==> config.mk <==
export PLATFORM = sky130hd
export DESIGN_NAME = tau_stream
export DESIGN_NICKNAME = d
export VERILOG_FILES = /design/src/rtl/tau_stream.sv
export SDC_FILE = /design/constraint.sdc
export NUM_CORES = 1
export LEC_CHECK = 0
export ABC_AREA = 1
export ABC_CLOCK_PERIOD_IN_PS = 6700
export CAP_MARGIN = 20
export CORE_ASPECT_RATIO = 1.25
export CORE_MARGIN = 8
export CORE_UTILIZATION = 45
export DETAILED_ROUTE_END_ITERATION = 10
export REMOVE_ABC_BUFFERS = 1
export SLEW_MARGIN = 20
export SYNTH_ARGS = -nofsm -noshare
export SYNTH_HDL_FRONTEND = slang
export SYNTH_SLANG_ARGS = --single-unit
==> constraint.sdc <==
create_clock -name clk -period 6.7 [get_ports clk]
set_input_delay 1.675 -clock clk [delete_from_list [all_inputs] [get_ports clk]]
set_output_delay 1.675 -clock clk [all_outputs]
set_load 0.1 [all_outputs]
==> src/rtl/tau_stream.sv <==
// Streaming N x N transpose with ping-pong banks: one row in and one transposed row out per beat.
// Optional TAU_STREAM_BYPASS_EN adds a per-matrix bypass input that passes rows through unchanged.
module tau_stream #(
  parameter int N = 4,
  parameter int W = 8
) (
  input  logic           clk,
  input  logic           rst,
  input  logic           in_valid,
  output logic           in_ready,
  input  logic [N*W-1:0] in_row,
`ifdef TAU_STREAM_BYPASS_EN
  input  logic           bypass,
`endif
  output logic           out_valid,
  input  logic           out_ready,
  output logic [N*W-1:0] out_row,
  output logic           out_last
);

  localparam int            CW   = $clog2(N);
  localparam logic [CW-1:0] LAST = CW'(N - 1);

  logic [N*W-1:0] bank_q [2][N];
  logic [1:0]     full_q, full_d;
  logic           wr_sel_q, wr_sel_d;
  logic           rd_sel_q, rd_sel_d;
  logic [CW-1:0]  wr_cnt_q, wr_cnt_d;
  logic [CW-1:0]  rd_cnt_q, rd_cnt_d;
  logic           wr_fire, rd_fire;
  logic [N*W-1:0] src_row;

  assign in_ready  = !rst && !full_q[wr_sel_q];
  assign out_valid = !rst && full_q[rd_sel_q];
  assign out_last  = out_valid && (rd_cnt_q == LAST);
  assign wr_fire   = in_valid && in_ready;
  assign rd_fire   = out_valid && out_ready;

  // Write completion and read completion always hit different banks, so both edits apply.
  always_comb begin
    full_d   = full_q;
    wr_sel_d = wr_sel_q;
    rd_sel_d = rd_sel_q;
    wr_cnt_d = wr_cnt_q;
    rd_cnt_d = rd_cnt_q;
    if (wr_fire) begin
      if (wr_cnt_q == LAST) begin
        wr_cnt_d         = '0;
        full_d[wr_sel_q] = 1'b1;
        wr_sel_d         = !wr_sel_q;
      end else begin
        wr_cnt_d = wr_cnt_q + 1'b1;
      end
    end
    if (rd_fire) begin
      if (rd_cnt_q == LAST) begin
        rd_cnt_d         = '0;
        full_d[rd_sel_q] = 1'b0;
        rd_sel_d         = !rd_sel_q;
      end else begin
        rd_cnt_d = rd_cnt_q + 1'b1;
      end
    end
  end

  // NOTE: non-blocking assignments here so every register samples the pre-edge values.
  always_ff @(posedge clk) begin
    if (rst) begin
      full_q   <= '0;
      wr_sel_q <= 1'b0;
      rd_sel_q <= 1'b0;
      wr_cnt_q <= '0;
      rd_cnt_q <= '0;
    end else begin
      full_q   <= full_d;
      wr_sel_q <= wr_sel_d;
      rd_sel_q <= rd_sel_d;
      wr_cnt_q <= wr_cnt_d;
      rd_cnt_q <= rd_cnt_d;
    end
  end

  // NOTE: bank storage is deliberately not reset; the full flags decide what is ever read.
  always_ff @(posedge clk) begin
    if (wr_fire) bank_q[wr_sel_q][wr_cnt_q] <= in_row;
  end

`ifdef TAU_STREAM_BYPASS_EN
  logic [1:0] byp_q;

  always_ff @(posedge clk) begin
    if (rst) begin
      byp_q <= '0;
    end else if (wr_fire && wr_cnt_q == '0) begin
      byp_q[wr_sel_q] <= bypass;
    end
  end
`endif

  // NOTE: every output of this block gets a default first, so no latch can be inferred.
  always_comb begin
    out_row = '0;
    src_row = '0;
    for (int j = 0; j < N; j++) begin
      src_row = bank_q[rd_sel_q][j];
      out_row[N*W-1-j*W -: W] = src_row[N*W-1-int'(rd_cnt_q)*W -: W];
    end
`ifdef TAU_STREAM_BYPASS_EN
    if (byp_q[rd_sel_q]) out_row = bank_q[rd_sel_q][rd_cnt_q];
`endif
  end

endmodule

==> results.cfg, run 1 <==
[run_status]
status = complete, no violations

[grt]
grt_pass1_vias = 6364
grt_pass1_wl_um = 34200
antenna_found_initial = 1
gr-total-overflow = 0
grt_max_degree = 93
grt_usage_pct = 15.2

[die]
coreArea_um2 = 22900
die_h_um = 186
die_width_um = 152
dieArea_um2 = 28300
io_pins = 71
start_util_pct = 45.5
fp-row-count = 62

[power_and_ir_drop]
p_leak_nw = 4.07
power_mw = 3.20
ir_worst_vdd_v = 0.000155
p_per_area_nw_per_um2 = 265

[routing]
vias = 6272
route.met2.wl_um = 11100
routed_wl_um = 21500
wl_met1_um = 9040
drt_iter0_markers = 443
top_layer_used = met5
drt.antenna.violating_nets = 0
routedWlPerCell_um = 18.4
drt_pass1_iterations = 4
drc = 0
via_per_inst = 5.37
wl_met3_um = 975

[critical_path]
reg2reg_to = bank_q[0][19]
reg2reg_depth = 5
cp-start-kind = input port
cp_cell_sequence = clkdlybuf4s50_1 -> inv_2 -> nand2_1 -> nor2_2 -> clkdlybuf4s50_1
crit_type = input port to output pin
cpMaxStageDelayCell = clkdlybuf4s50_1
path_buf_inv = 3
slowest_delay_ns = 1.18
crit_arrival_ns = 3.75
crit_top_cell = clkdlybuf4s50_1
r2r_slack_ns = 4.35
crit_fanout = 8
critical-path-top-delay-family = buffers and inverters
cp-end-kind = output pin
required_ns = 5.03
rr_startpoint = wr_sel_q

[logic_synthesis]
synth-seq-cells = 265
synth_top_family_by_area = compound AO/OA/AOI/OAI gates
synthMuxAreaShare_pct = 0
synthAdderAreaFrac_pct = 0.601
netlist_area_um2 = 10400
ys_types = 23
synthCells = 799
ys_warn_count = 0
yosysSeqAreaShare_pct = 75.6
synth_compound_area_share_pct = 10.4
synthXorXnorAreaFrac_pct = 0
avgSynthCellArea_um2 = 13.0
synth-simple-area-share_pct = 9.84

[sta]
fin_skew_ns = 0.00713
hold_violations = 0
finalWorstSetupSlack_ns = 1.28
grt_setup_unrepaired = false
clock.fmax_mhz = 184
worstMarginPinSlew_ns = 1.04
finalCritPeriodShare_pct = 81.0
hold_ws_ns = 0.505
tns_ns = 0
setup_viol = 0
min_period_ns = 5.42
relSlewSlack_pct = 30.4
drv_slew = 0

[min_path]
whs_endpoint = full_q[0]
hp-start = full_q[0]
min_path_type = register to register
min_path_cells = 2

[final_layout]
final_common_cell = edfxtp_1
insertedDiodeCount = 0
multi_input_area_um2 = 2210
seq_area_um2 = 7870
layout_common_cells = edfxtp_1 (256), nor2_1 (139), nand2_1 (110)
n_fill_cell = 1873
drive_above_1_share_pct = 7.39
nets = 904
syn2layout_area_growth_pct = 16.0

[place]
dpl.hpwl_um = 12000
place_congestion = 0.764
dp_slack_ns = 1.29
portBuffers = 70

[clock_network]
clock-sinks = 265
cts_resized = 0
cts_tree = done
cts_hold_buf = 0
cts_max_level = 1
cts.path.max_buffers = 3
cts-root-buf = clkbuf_16
clk_latency_ns = 0.51
post_cts_buffers = 0
path_clk_slew_ns = 0.06
numCtsBuffers = 24

[job]
max-cap-violations = 0
## where the power goes
| group | internal [mW] | total (mW) | switching [mW] |
|---|---|---|---|
| clock | 0.683 | 1.24 | 0.556 |
| sequential | 1.84 | 1.84 | 0.00429 |
| combinational | 0.0362 | 0.121 | 0.0852 |
| total | 2.56 | 3.20 | 0.645 |
## worst min-delay path, stage by stage, from the launching register on
cell and delay, ns:
dfxtp_1 0.32, nor2_1 0.10, nor2_1 0.04
## per-layer routing
layer,GRT usage (%),vias to the layer above
li1,-,3036
met1,18.0,3073
met2,28.1,128
met3,2.62,33
met4,4.29,2
met5,0,-
## state kept, by name (all words and copies together), names as in the netlist, named ones only
name and count:
full_q 2, wr_cnt_q 2, wr_sel_q 1, rd_sel_q 1
bank_q 256, rd_cnt_q 2
## how the worst max path moves through the flow
stage | start | endpoint | depth (start not counted)
floorplan | register | out_row[15] | 5
global placement | rst | out_valid | 5
detailed placement | rst | out_valid | 5
CTS | register | out_row[14] | 6
global route | register | out_row[28] | 6
finish | rst | out_valid | 5
## cell families after synthesis
group / after synthesis
and+or+nand+nor: 265
adders and majority gates: 5
DFF: 265
AOI/OAI and AO/OA: 200
buffers and inverters: 64
## cell usage after synthesis (all sizes together)
cell / n / area, um2
edfxtp: 256 / 7690
nor2: 142 / 536
o21ai: 131 / 656
nand2: 110 / 413
o22ai: 64 / 400
buf: 28 / 235
clkbuf: 22 / 86.3
inv: 14 / 55.1
dfxtp: 9 / 180
nor3: 7 / 35.0
a21oi: 5 / 25.0
ha: 5 / 62.6
nand4: 4 / 31.3
nand3: 2 / 10.0
## metrics by stage
stage          cell area (um2)  util, %  instances
2_1_floorplan            10100        -        749
3_3_place_gp             11300     49.5       1123
3_5_place_dp             11300     49.6       1124
4_1_cts                  12100     52.7       1167
5_1_grt                  12100     52.8       1168
6_report                 12100     52.8       1168
## area by class of cell
type,instances,share of cell area (%)
Timing Repair Buffer,88,7.25
Tap cell,288,2.98
Sequential cell,265,65.2
Inverter,14,0.456
Multi-Input combinational cell,470,18.3
Clock inverter,11,0.445
Clock buffer,32,5.40
No activity file was read; power rests on OpenSTA's default activity.
==> run 2: changes to the inputs <==
Settings changed: ABC_CLOCK_PERIOD_IN_PS 6700 to 4900, PLACE_DENSITY set to 0.66.
Clock period 6.7 ns to 4.9 ns, I/O delays scaled along.
==> run 2 against run 1 <==
  * Sequential power grew 37%
  * Core utilization decreased by 0.50 points
  * Sequential share of layout area is 0.62 points higher
  * Clock skew up 0.0052 ns
  * Die area unchanged
  * Clock power increased by 40%
  * Worst hold slack gained 0.016 ns
  * Setup slack got worse by 0.52 ns
  * Global-route usage shrank 0.23 points
  * Combinational power up 35%
  * Critical path type is now register to output pin
  * Largest power group unchanged
==> results.cfg, run 2 (synthesis gave the netlist of run 1 again) <==
[run_status]
status = complete, no violations

[critical_path]
cp-end-kind = output pin
cp-start-kind = register
path_buf_inv = 2
crit_fanout = 68
cp_cell_sequence = buf_4 -> o21ai_0 -> o22ai_1 -> nand2_1 -> nand2_1 -> buf_4
critical-path-top-delay-family = buffers and inverters
required_ns = 3.67
cpMaxStageDelayCell = dfxtp_4
crit_type = register to output pin
crit_arrival_ns = 2.92
slowest_delay_ns = 0.74

[sta]
min_period_ns = 4.15
finalCritPeriodShare_pct = 84.7
hold_ws_ns = 0.522
grt_setup_unrepaired = false
hold_violations = 0
tns_ns = 0
finalWorstSetupSlack_ns = 0.751
fin_skew_ns = 0.0124
worstMarginPinSlew_ns = 0.756
setup_viol = 0
relSlewSlack_pct = 49.6
clock.fmax_mhz = 241
drv_slew = 0

[grt]
grt_pass1_wl_um = 33500
grt_max_degree = 81
grt_pass1_vias = 6268
antenna_found_initial = 1
gr-total-overflow = 0
grt_usage_pct = 15.0

[clock_network]
clock-sinks = 265
cts_resized = 0
cts.path.max_buffers = 3
path_clk_slew_ns = 0.06
cts_hold_buf = 0
cts_tree = done
cts-root-buf = clkbuf_16
post_cts_buffers = 0
numCtsBuffers = 24
clk_latency_ns = 0.51
cts_max_level = 1

[place]
portBuffers = 70
dpl.hpwl_um = 11600
place_congestion = 0.731
dp_slack_ns = 1.24
place_inst = 1122

[power_and_ir_drop]
p_per_area_nw_per_um2 = 369
ir_worst_vdd_v = 0.000232
p_leak_nw = 4.10

[final_layout]
syn2layout_area_growth_pct = 14.9
layout_common_cells = edfxtp_1 (256), nor2_1 (139), nand2_1 (110)
insertedDiodeCount = 0
largest_register = bank_q
final_common_cell = edfxtp_1
drive_above_1_share_pct = 11.0
instances_no_fill = 1166
largest_reg_flops = 256
nets = 901

[min_path]
min_path_type = register to register

[die]
io_pins = 71
start_util_pct = 45.5
dieArea_um2 = 28300
coreArea_um2 = 22900
die_h_um = 186
fp-row-count = 62
die_width_um = 152

[routing]
drc = 0
routed_wl_um = 21300
drt_iter0_markers = 434
vias = 6245
via_per_inst = 5.36
drt.antenna.violating_nets = 0
routedWlPerCell_um = 18.2
drt_pass1_iterations = 5

[job]
max-cap-violations = 0
-- run 2: worst paths after layout --
| path | startpoint | end | slack [ns] | cells past startpoint |
|---|---|---|---|---|
| worst max register to register | wr_sel_q | bank_q[1][7] | 2.50 | 5 |
| worst min-delay path | full_q[0] | full_q[0] | 0.52 | 2 |
| worst min register to register | full_q[0] | full_q[0] | 0.52 | 2 |
| worst max-delay path | register | out_row[10] | 0.75 | 6 |
-- run 2: routing by layer --
layer	GRT usage [%]	up-vias	part of all wire (%)
met5	0	-	0.061
met4	4.89	2	2.1
met3	2.18	40	4.4
met2	27.2	148	51
met1	18.1	3016	42
li1	-	3039	-
-- run 2: cell type report --
class | instances | area [um2]
fillers | 1906 | 10900
inverters | 14 | 55.1
well taps | 288 | 360
clock buffers | 31 | 648
multi-input cells | 470 | 2210
flip-flops and latches | 265 | 7870
clock inverters | 13 | 81.3
repair buffers | 85 | 738
-- run 2: metrics by stage --
step                power [mW]  area, um2  util [%]
global placement          2.73      11200      49.1
finish                    4.42      12000      52.3
global route              4.55      12000      52.3
floorplan                 2.65      10100         -
CTS                       4.45      12000      52.3
detailed placement        2.73      11200      49.1
-- run 2: worst reg2reg max path: cells and delay by family, from the launching register on --
family / cells / cell delay, ns
and+or+nand+nor: 3 / 1.13
buffers and inverters: 2 / 0.48
DFF: 1 / 0.47
-- run 2: where the power goes --
part	internal, mW	switching [mW]	total (mW)
combinational	0.0462	0.116	0.163
clock	0.983	0.754	1.74
sequential	2.51	0.00572	2.52
